File: src/rtl/tt_um_toivoh_pio_ram_emu_example.sv
// Demo client for the PIO RAM emulator link.
// Runs an endless loop of 16-bit reads or writes over a 2-bit serial link
// and shows the most recently read word on uo_out.
module tt_um_toivoh_pio_ram_emu_example #(
    parameter int TIMEOUT_CYCLES = 255
) (
    input  logic       clk,
    input  logic       rst_n,
    input  logic       ena,
    input  logic [7:0] ui_in,
    output logic [7:0] uo_out,
    input  logic [7:0] uio_in,
    output logic [7:0] uio_out,
    output logic [7:0] uio_oe
);

    // One counter serves SEND (up to 16), RECV (up to 7) and the WAIT timeout
    localparam int CW = ($clog2(TIMEOUT_CYCLES) > 5) ? $clog2(TIMEOUT_CYCLES) : 5;

    localparam logic [1:0] IDLE = 2'd0;
    localparam logic [1:0] SEND = 2'd1;
    localparam logic [1:0] WAIT = 2'd2;
    localparam logic [1:0] RECV = 2'd3;

    localparam logic [CW-1:0] READ_LAST  = CW'(8);
    localparam logic [CW-1:0] WRITE_LAST = CW'(16);
    localparam logic [CW-1:0] RECV_LAST  = CW'(7);
    localparam logic [CW-1:0] WAIT_LAST  = CW'(TIMEOUT_CYCLES - 1);

    logic [1:0]    state;
    logic [1:0]    tx_reg;
    logic [1:0]    rx_reg;
    logic [15:0]   addr;
    logic [15:0]   data;
    logic [13:0]   shift_reg;
    logic [CW-1:0] cnt;
    logic          write_mode;

    logic [31:0]   msg_payload;
    logic [4:0]    pair_idx;
    logic [1:0]    next_pair;
    logic [CW-1:0] send_last;

    logic          unused_inputs;
    assign unused_inputs = &{1'b0, ena, ui_in[7:2], uio_in[5:0]};

    // Pick the pair that goes on the wire in the next SEND cycle: address first, then ~addr as write data
    always_comb begin
        msg_payload = {~addr, addr};
        pair_idx    = {cnt[3:0], 1'b0};
        next_pair   = msg_payload[pair_idx +: 2];
        send_last   = write_mode ? WRITE_LAST : READ_LAST;
    end

    // Input pin register so the FSM only ever sees a clean registered rx pair
    always_ff @(posedge clk) begin
        if (!rst_n) begin
            rx_reg <= 2'b00;
        end else begin
            rx_reg <= uio_in[7:6];
        end
    end

    // Transaction sequencer: IDLE -> SEND -> (WAIT -> RECV for reads) -> IDLE, with registered tx pins
    always_ff @(posedge clk) begin
        if (!rst_n) begin
            state      <= IDLE;
            tx_reg     <= 2'b00;
            addr       <= 16'h0000;
            data       <= 16'h0000;
            shift_reg  <= 14'h0000;
            cnt        <= '0;
            write_mode <= 1'b0;
        end else begin
            case (state)
                IDLE: begin
                    write_mode <= ui_in[0];
                    tx_reg     <= {ui_in[0], 1'b1};
                    cnt        <= '0;
                    state      <= SEND;
                end
                SEND: begin
                    if (cnt == send_last) begin
                        tx_reg <= 2'b00;
                        cnt    <= '0;
                        if (write_mode) begin
                            addr  <= addr + 16'd1;
                            state <= IDLE;
                        end else begin
                            state <= WAIT;
                        end
                    end else begin
                        tx_reg <= next_pair;
                        cnt    <= cnt + CW'(1);
                    end
                end
                WAIT: begin
                    if (rx_reg[0]) begin
                        cnt   <= '0;
                        state <= RECV;
                    end else if (cnt == WAIT_LAST) begin
                        data  <= 16'hFFFF;
                        addr  <= addr + 16'd1;
                        cnt   <= '0;
                        state <= IDLE;
                    end else begin
                        cnt <= cnt + CW'(1);
                    end
                end
                RECV: begin
                    shift_reg <= {rx_reg, shift_reg[13:2]};
                    if (cnt == RECV_LAST) begin
                        data  <= {rx_reg, shift_reg};
                        addr  <= addr + 16'd1;
                        cnt   <= '0;
                        state <= IDLE;
                    end else begin
                        cnt <= cnt + CW'(1);
                    end
                end
                default: begin
                    state  <= IDLE;
                    tx_reg <= 2'b00;
                end
            endcase
        end
    end

    assign uo_out  = ui_in[1] ? data[15:8] : data[7:0];
    assign uio_out = {2'b00, tx_reg, 4'b0000};
    assign uio_oe  = 8'b0011_0000;

endmodule

File: config.mk
export PLATFORM = sky130hd
export DESIGN_NAME = tt_um_toivoh_pio_ram_emu_example
export DESIGN_NICKNAME = d
export VERILOG_FILES = /design/src/rtl/tt_um_toivoh_pio_ram_emu_example.sv
export SDC_FILE = /design/constraint.sdc
export NUM_CORES = 1
export LEC_CHECK = 0
export ABC_AREA = 1
export CAP_MARGIN = 20
export CORE_MARGIN = 5
export CORE_UTILIZATION = 55
export DETAILED_ROUTE_END_ITERATION = 8
export GPL_ROUTABILITY_DRIVEN = 0
export PLACE_DENSITY = 0.8
export SLEW_MARGIN = 0
export SYNTH_ARGS = -nofsm -noshare
export SYNTH_HDL_FRONTEND = slang
export SYNTH_SLANG_ARGS = --single-unit
File: constraint.sdc
create_clock -name clk -period 2.3 [get_ports clk]
set_clock_uncertainty 0.05 [all_clocks]
set_input_delay 0.345 -clock clk [delete_from_list [all_inputs] [get_ports clk]]
set_output_delay 0.345 -clock clk [all_outputs]
set_load 0.02 [all_outputs]
---- After elaboration in Yosys (flattened, before gate mapping) ----
Index checks and enable logic that the tools add are counted.
Widths: inputs -> output; s select.
operators by class
  $add $sub $neg .......................... 2
  eq/ne operators ......................... 12
  shift operators ......................... 1
  mux-type cells .......................... 25
  bitwise logic cells ..................... 1
  reductions and logical operators ........ 7
operators with widths
  cell                   number
  $mux 16                8
  $pmux 16 s3            1
  $mux 8                 5
  $pmux 16 s2            1
  $pmux 8 s4             1
  $shiftx 32x6->2        1
  $add 16x1->16 const B  1
  $not 16->16            1
  $mux 2                 6
  $ne 2x2->1 const B     5
  $add 8x1->8 const B    1
  $eq 8x3->1 const B     1
  $eq 8x5->1             1
  $eq 8x8->1 const B     1
  $pmux 2 s4             1
  $reduce_and 6->1       1
  $mux 5                 1
  $eq 2x2->1 const B     2
  $pmux 2 s2             1
  $reduce_and 4->1       1
  $reduce_bool 2->1      2
  $ne 3x3->1 const B     1
  $reduce_and 3->1       1
  $reduce_bool 3->1      1
  other kinds (2)        2
word-level totals
  bits in registers ....................... 61
  input bits .............................. 19
  output and inout port bits .............. 24

---- Logic depth before layout (Yosys ltp) ----
Gate-level depths: netlist of the first run.
  depth after elaboration ................. 4
  depth in mapped cells ................... 11

---- Worst setup path before layout of the first run ----
OpenSTA, ideal clock, no wires.
  kind .................................... register to register
  start point ............................. register cnt[1]
  end point ............................... register addr[2]
  arrival ................................. 1500 ps
  required time ........................... 2118 ps
  path slack .............................. 618 ps
  stages on the path, launching flop included .. 8
  cells stage by stage .................... dfxtp_1 ha_1 nand3_1 o21ai_4 nand4_2 buf_4 nand2_1 a21oi_1
on the way
  longest elaborated chain between the ends .. 3
  elaborated cells between the ends (all ways) .. 7
  those cells by class .................... eq/ne: 6; reduce/logical: 1
ends and longest elaborated chain
  element                                RTL line  RTL
  from (decl)                            36        logic [CW-1:0] cnt;
  from (signal assigned)                 94        cnt <= cnt + CW'(1);
  from (signal assigned)                 107       cnt <= cnt + CW'(1);
  from (signal assigned)                 118       cnt <= cnt + CW'(1);
  $eq 8x8->1 (tied with other cells)     101       end else if (cnt == WAIT_LAST) begin
  $ne 2x2->1 (no source line)            n/a
  $reduce_and 6->1 (no source line) (*)  n/a
  to (signal assigned)                   87        addr <= addr + 16'd1;
  to (signal assigned)                   103       addr <= addr + 16'd1;
  to (signal assigned)                   114       addr <= addr + 16'd1;
  to (decl)                              33        logic [15:0] addr;
Mark *: on every way between the ends. The rest lies on a longest branch, timed or not.
A chain may end at the register's enable or synchronous reset.

---- Worst setup path in the final report of the first run ----
  start point ............................. input port ui_in[1]
  end point ............................... output port uo_out[4]
on the way
  longest elaborated chain between the ends .. 1
ends and longest elaborated chain
  element      RTL line  RTL
  from (decl)  10        input logic [7:0] ui_in,
  $mux 8       129       assign uo_out = ui_in[1] ? data[15:8] : data[7:0];
  to (decl)    11        output logic [7:0] uo_out,
Every way passes these cells.

==> metrics.txt, run 1 <==
result of the run completed; worst endpoint required time 1.90 ns; Area contributors post-synth sky130_fd_sc_hd__dfxtp_1, sky130_fd_sc_hd__nand2_1, sky130_fd_sc_hd__inv_1, sky130_fd_sc_hd__o21ai_0, sky130_fd_sc_hd__nor2_1; multi-input combinational cell area 1560 sq um; setup slack at placement 0.151 ns; Synth Area in XOR/XNOR 0.0414; horizontal die dimension 86.0 microns; most numerous cell types in the synthesized netlist sky130_fd_sc_hd__nand2_1, sky130_fd_sc_hd__inv_1, sky130_fd_sc_hd__dfxtp_1; CTS buffer count 9; core outline area approximately 5600 sq um; slowest stage delay, CP 0.63 ns; cells after synthesis approximately 470; height of the die 86.0 microns; count of final hold-check violations 0; worst-case register-to-register setup slack 0.29 ns; First DRT Iteration DRCs roughly 120; portion of synthesized cell area occupied by the leading cell type 0.385; count of nets after finishing 510; post-synthesis to final-layout area growth 10.0%; dominant combinational cell family by area after synthesis simple AND/OR/NAND/NOR gates; ratio of cells with drive above 1 in the final layout 0.0793; clock root buffer sky130_fd_sc_hd__clkbuf_8; post-route ant nets 0; portion of netlist area occupied by mux cells 0; series of cell instances along the critical path clkdlybuf4s50_1 -> buf_4 -> nand2_1 -> o21ai_0 -> clkdlybuf4s50_1; first-pass iteration count of the detailed router 5; share of the clock period used by the worst path after layout 0.936; post-CTS setup repair buffer count 0; worst hold-check slack around 0.40 ns; Data arrival, critical path 1.76 ns; antenna fix cells 0; met2 wire length between 2000 and 3000 microns; detailed-route vias per instance 5.05; unrepaired setup endpoints after global routing false; core utilization of the finished layout 0.626; maximum clock path buffer count 2; number of gates resized after cts 0; Async SR Flop Fraction 0; DIE AREA 7390 sq um; max-slew violation total from the final report 0; portion of the post-synthesis area used by sequential elements 0.385; cts-stage hold buffer count 0; total vias in the final route roughly 2800; CP endpoint kind output pin; area share of fa/ha/maj cells after synthesis 0.0158; number of global-route vias before repair 2604; Cell Area, Synth around 3200 sq um; critical path launch point type primary input; pin count of the biggest net entering global routing 36; sum of internal, switching and leakage power around 2.7 mW; total of endpoints with negative setup slack in the final report 0; area share of and/or/nand/nor cells after synthesis 0.282; antenna violations before repair 0; PortBufs 15; fmax between 400 and 500 MHz; maximum fanout encountered on the critical timing path 16; clock slew seen by the registers of the worst setup and hold paths 0.07 ns; maximum capacitance violations 0; count of state elements after synthesis between 60 and 70; most numerous cell on the critical path sky130_fd_sc_hd__clkdlybuf4s50_1; Post-synth top flop sky130_fd_sc_hd__dfxtp_1; placed cell count about 550; number of synthesized flops with an enable pin 0; biggest area consumer among synthesized cells sky130_fd_sc_hd__dfxtp_1; filler instances between 500 and 600; Final Routed Wirelength between 6000 and 7000 microns; kind of path behind the tightest hold check flip-flop to flip-flop; aggregate global-route resource usage 0.188; DRC Markers 0; sum of routed wire segments on met1 2880 microns; worst-case setup margin in the final layout 0.148 ns; post-route cell area 3490 sq um; maximum level of the CTS H-tree 3; post-synth cell types 29; initial core utilization 0.569; routed length per instance about 11 microns; master of the slowest instance on the critical path sky130_fd_sc_hd__clkdlybuf4s50_1; row count 27; Detailed Place HPWL around 4600 microns; average footprint of a synthesized cell approximately 6.7 sq um; Buf/Inv on CP 3; gate family responsible for the most delay along the worst path buffers and inverters; CTS tree built; uppermost layer routed met4; first-pass GRT wire length 11100 microns; standby leakage power 1.39 nW; overflow left after global routing 0; Post-DP Area 3320 sq um; Period minus WS final 2.15 ns; insertion delay to the later sink of the worst-skew pair 0.34 ns; met3 wire len 232 microns; non-filler cells, final 564; Pwr per Cell Area between 700 and 800 nW/um^2; I/O pin cnt 43; setup TNS 0 ns; sinks on the clock net 61; worst voltage drop across the vdd grid roughly 500 uV; Setup CP Type primary input to output pin; Yosys Warn Count 0; most frequent cell after synthesis sky130_fd_sc_hd__nand2_1; fraction of the mapped netlist area in compound gates 0.135; storage element area about 1200 sq um
-- path summary, 6_finish.rpt --
check	start	depth (start not counted)	endpoint
setup / recovery	ui_in[1]	5	uo_out[4]
hold / removal	data[4]	2	data[4]
hold reg to reg	data[4]	2	data[4]
setup reg to reg	cnt[1]	6	addr[13]
-- tightest hold or removal path: stages, from the launching register on --
cell and delay (ns):
sky130_fd_sc_hd__dfxtp_1 0.30, sky130_fd_sc_hd__inv_1 0.06, sky130_fd_sc_hd__a21oi_1 0.05
-- report_power, final --
group	internal (mW)	switching [mW]	total [mW]
clock network	0.393	0.439	0.832
registers	1.17	0.0739	1.24
logic	0.214	0.426	0.640
-- routing by layer --
| layer | vias up | GRT usage |
|---|---|---|
| met5 | - | 0 |
| met4 | 0 | 0.117 |
| met3 | 16 | 0.0327 |
| met2 | 54 | 0.312 |
| met1 | 1288 | 0.225 |
| li1 | 1488 | - |
-- cells in the final DEF (no fill, tap or decap), types with 3 or more instances in the layout --
master / n
sky130_fd_sc_hd__inv_1: 63
sky130_fd_sc_hd__clkdlybuf4s50_1: 15
sky130_fd_sc_hd__ha_1: 4
sky130_fd_sc_hd__nand4_1: 3
sky130_fd_sc_hd__inv_2: 3
sky130_fd_sc_hd__a21oi_1: 37
sky130_fd_sc_hd__xor2_1: 13
sky130_fd_sc_hd__nand2_2: 5
sky130_fd_sc_hd__clkinv_2: 3
sky130_fd_sc_hd__nand3_1: 33
sky130_fd_sc_hd__dfxtp_1: 61
sky130_fd_sc_hd__nor3_1: 5
sky130_fd_sc_hd__o21ai_0: 44
sky130_fd_sc_hd__nor2_1: 56
sky130_fd_sc_hd__conb_1: 14
sky130_fd_sc_hd__nand2_1: 100
sky130_fd_sc_hd__clkbuf_8: 9
sky130_fd_sc_hd__buf_4: 5
-- kinds of logic after synthesis --
family / count (synthesis)
AND/OR/NAND/NOR: 210
flip-flops: 61
adder cells (fa/ha/maj): 4
buffers and inverters: 97
XOR/XNOR: 15
AO/OA/AOI/OAI: 83
other: 2
-- cell type report --
class                           instances  share of cell area
Multi-Input combinational cell        326               0.446
Clock buffer                            9              0.0355
Timing Repair Buffer                   20              0.0537
Clock inverter                          7              0.0147
Sequential cell                        61               0.350
Tap cell                               72              0.0258
Inverter                               69              0.0745
Power figures use the tool's default switching activity.
==> inputs of run 2 (changes only) <==
--- a/config.mk
+++ b/config.mk
@@ -11,7 +11,9 @@
 export CORE_UTILIZATION = 55
 export DETAILED_ROUTE_END_ITERATION = 8
 export GPL_ROUTABILITY_DRIVEN = 0
+export MAX_ROUTING_LAYER = met4
 export PLACE_DENSITY = 0.8
+export RECOVER_POWER = 100
 export SLEW_MARGIN = 0
 export SYNTH_ARGS = -nofsm -noshare
 export SYNTH_HDL_FRONTEND = slang
==> metrics.txt, run 2 (synthesis results as in run 1) <==
Clk pwr share 0.307 (about the same); maximum fanout encountered on the critical timing path 16 (unchanged); CP endpoint kind output pin (unchanged); start point of the worst hold path data[4] (unchanged); fmax 452 MHz (was 465 MHz); row count 27 (unchanged); critical path launch point type primary input (unchanged); kind of path behind the tightest hold check flip-flop to flip-flop (unchanged); Pwr per Cell Area 774 nW/um^2 (was 777 nW/um^2); worst-case register-to-register setup slack 0.27 ns (was 0.29 ns); max-slew violation total from the final report 0 (unchanged); part of the total power dissipated in sequential elements 0.460 (was 0.457); horizontal die dimension 86.0 microns (unchanged); count of nets after finishing 510 (unchanged); Worst Max-Slew Pin Slew 1.10 ns; switching power 0.934 mW (was 0.939 mW); result of the run completed (unchanged); worst-case setup margin in the final layout 0.0895 ns (was 0.148 ns); Setup CP Type primary input to output pin (unchanged); maximum clock path buffer count 2 (unchanged); ratio of cells with drive above 1 in the final layout 0.0752 (was 0.0793); clock root buffer sky130_fd_sc_hd__clkbuf_8 (unchanged); sum of internal, switching and leakage power 2.70 mW (was 2.71 mW); total vias in the final route 2824 (was 2846); highest-count cells in the layout ignoring fill and taps sky130_fd_sc_hd__nand2_1, sky130_fd_sc_hd__inv_1, sky130_fd_sc_hd__dfxtp_1, sky130_fd_sc_hd__nor2_1, sky130_fd_sc_hd__o21ai_0 (unchanged); setup slack at placement 0.151 ns (unchanged); DRC Markers 0 (unchanged); post-synthesis to final-layout area growth 9.81% (was 10.0%); leading cell type in the layout, fill and taps excluded sky130_fd_sc_hd__nand2_1 (unchanged); cts-stage hold buffer count 0 (unchanged); antenna violations before repair 0 (unchanged); Combinational Power Share 0.233 (was 0.236); worst endpoint required time 1.90 ns (about the same); initial core utilization 0.569 (unchanged); internal power 1.76 mW (was 1.77 mW); first-pass iteration count of the detailed router 4 (was 5); aggregate global-route resource usage 0.194 (was 0.188); unrepaired setup endpoints after global routing false (unchanged); height of the die 86.0 microns (unchanged); pin count of the biggest net entering global routing 36 (unchanged); setup TNS 0 ns (unchanged); Max-Slew Margin vs Limit 0.268; I/O pin cnt 43 (unchanged); Data arrival, critical path 1.82 ns (was 1.76 ns); placed cell count 548 (unchanged); insertion delay to the later sink of the worst-skew pair 0.34 ns (about the same); critical register-to-register path startpoint cnt[1] (unchanged); worst voltage drop across the vdd grid 482 uV (was 489 uV); number of gates resized after cts 0 (unchanged); Detailed Place HPWL 4590 microns (unchanged); CP Launch Point ui_in[1] (unchanged); post-CTS setup repair buffer count 0 (unchanged); Post-DP Area 3320 sq um (unchanged); maximum capacitance violations 0 (unchanged); worst hold path depth 2 (unchanged); overflow left after global routing 0 (unchanged); antenna fix cells 0 (unchanged); non-filler cells, final 564 (unchanged); first-pass GRT wire length 11100 microns (unchanged); clock slew seen by the registers of the worst setup and hold paths 0.07 ns (about the same); standby leakage power 1.41 nW (was 1.39 nW); routed length per instance 11.2 microns (was 11.1 microns); detailed-route vias per instance 5.01 (was 5.05); post-route cell area 3490 sq um (about the same); hold worst-path end data[4] (unchanged); CTS tree built (unchanged); CTS buffer count 9 (unchanged); core outline area 5570 sq um (unchanged); total of endpoints with negative setup slack in the final report 0 (unchanged); DIE AREA 7390 sq um (unchanged); PortBufs 15 (unchanged); Sw Share 0.346 (about the same); length in cells of the worst reg-to-reg path 7 (was 6); count of final hold-check violations 0 (unchanged); Period minus WS final 2.21 ns (was 2.15 ns); sinks on the clock net 61 (unchanged); First DRT Iteration DRCs 139 (was 118); maximum level of the CTS H-tree 3 (unchanged); core utilization of the finished layout 0.625 (was 0.626); post-route ant nets 0 (unchanged); worst hold-check slack 0.401 ns (about the same); number of global-route vias before repair 2602 (was 2604); share of the clock period used by the worst path after layout 0.961 (was 0.936); Final Routed Wirelength 6300 microns (was 6280 microns); worst r2r dst addr[3] (was addr[13])
## run 2: changes by cell type in the layout (fill, tap and decap cells not counted)
cell	before	now
sky130_fd_sc_hd__clkdlybuf4s50_1	15	5
sky130_fd_sc_hd__buf_4	5	4
sky130_fd_sc_hd__dlygate4sd3_1	0	10
sky130_fd_sc_hd__nand2_2	5	4
sky130_fd_sc_hd__nand2_1	100	101
sky130_fd_sc_hd__clkbuf_1	0	1
## run 2: worst max-delay path, cell delays in order
cell and delay (ns):
sky130_fd_sc_hd__clkdlybuf4s50_1 0.46, sky130_fd_sc_hd__buf_4 0.18, sky130_fd_sc_hd__nand2_1 0.07, sky130_fd_sc_hd__o21ai_0 0.07
sky130_fd_sc_hd__dlygate4sd3_1 0.69
## run 2: how the worst max path moves through the flow
stage | slack, ns | depth (start not counted) | to
after detailed placement | 0.15 | 5 | uo_out[4]
after global routing | 0.04 | 5 | uo_out[0]
after CTS | 0.15 | 5 | uo_out[4]
after floorplan | 0.62 | 7 | addr[2]
after global placement | 0.17 | 5 | uo_out[6]
final | 0.09 | 5 | uo_out[4]
## run 2: layer usage
metal  vias up  GRT usage  part of all wire
li1       1488          -                 -
met1      1279      0.225              0.47
met2        43      0.312              0.48
met3        14     0.0442             0.034
met4         0     0.0993             0.023
met5         -          -                 0
## run 2: final cells by class
| class | instances | area, sq um |
|---|---|---|
| multi-input cells | 326 | 1560 |
| fillers | 534 | 2090 |
| inverters | 69 | 260 |
| clock buffers | 9 | 124 |
| flip-flops and latches | 61 | 1220 |
| well taps | 72 | 90.1 |
| repair buffers | 20 | 184 |
| clock inverters | 7 | 51.3 |
## run 2: power by group through the flow
stage                     combinational, mW  sequential, mW  clock (mW)
after floorplan                       0.499            1.25           0
after global placement                0.628            1.26           0
after detailed placement              0.645            1.26           0
after CTS                             0.648            1.24       0.859
after global routing                  0.726            1.25       0.917
final                                 0.628            1.24       0.829
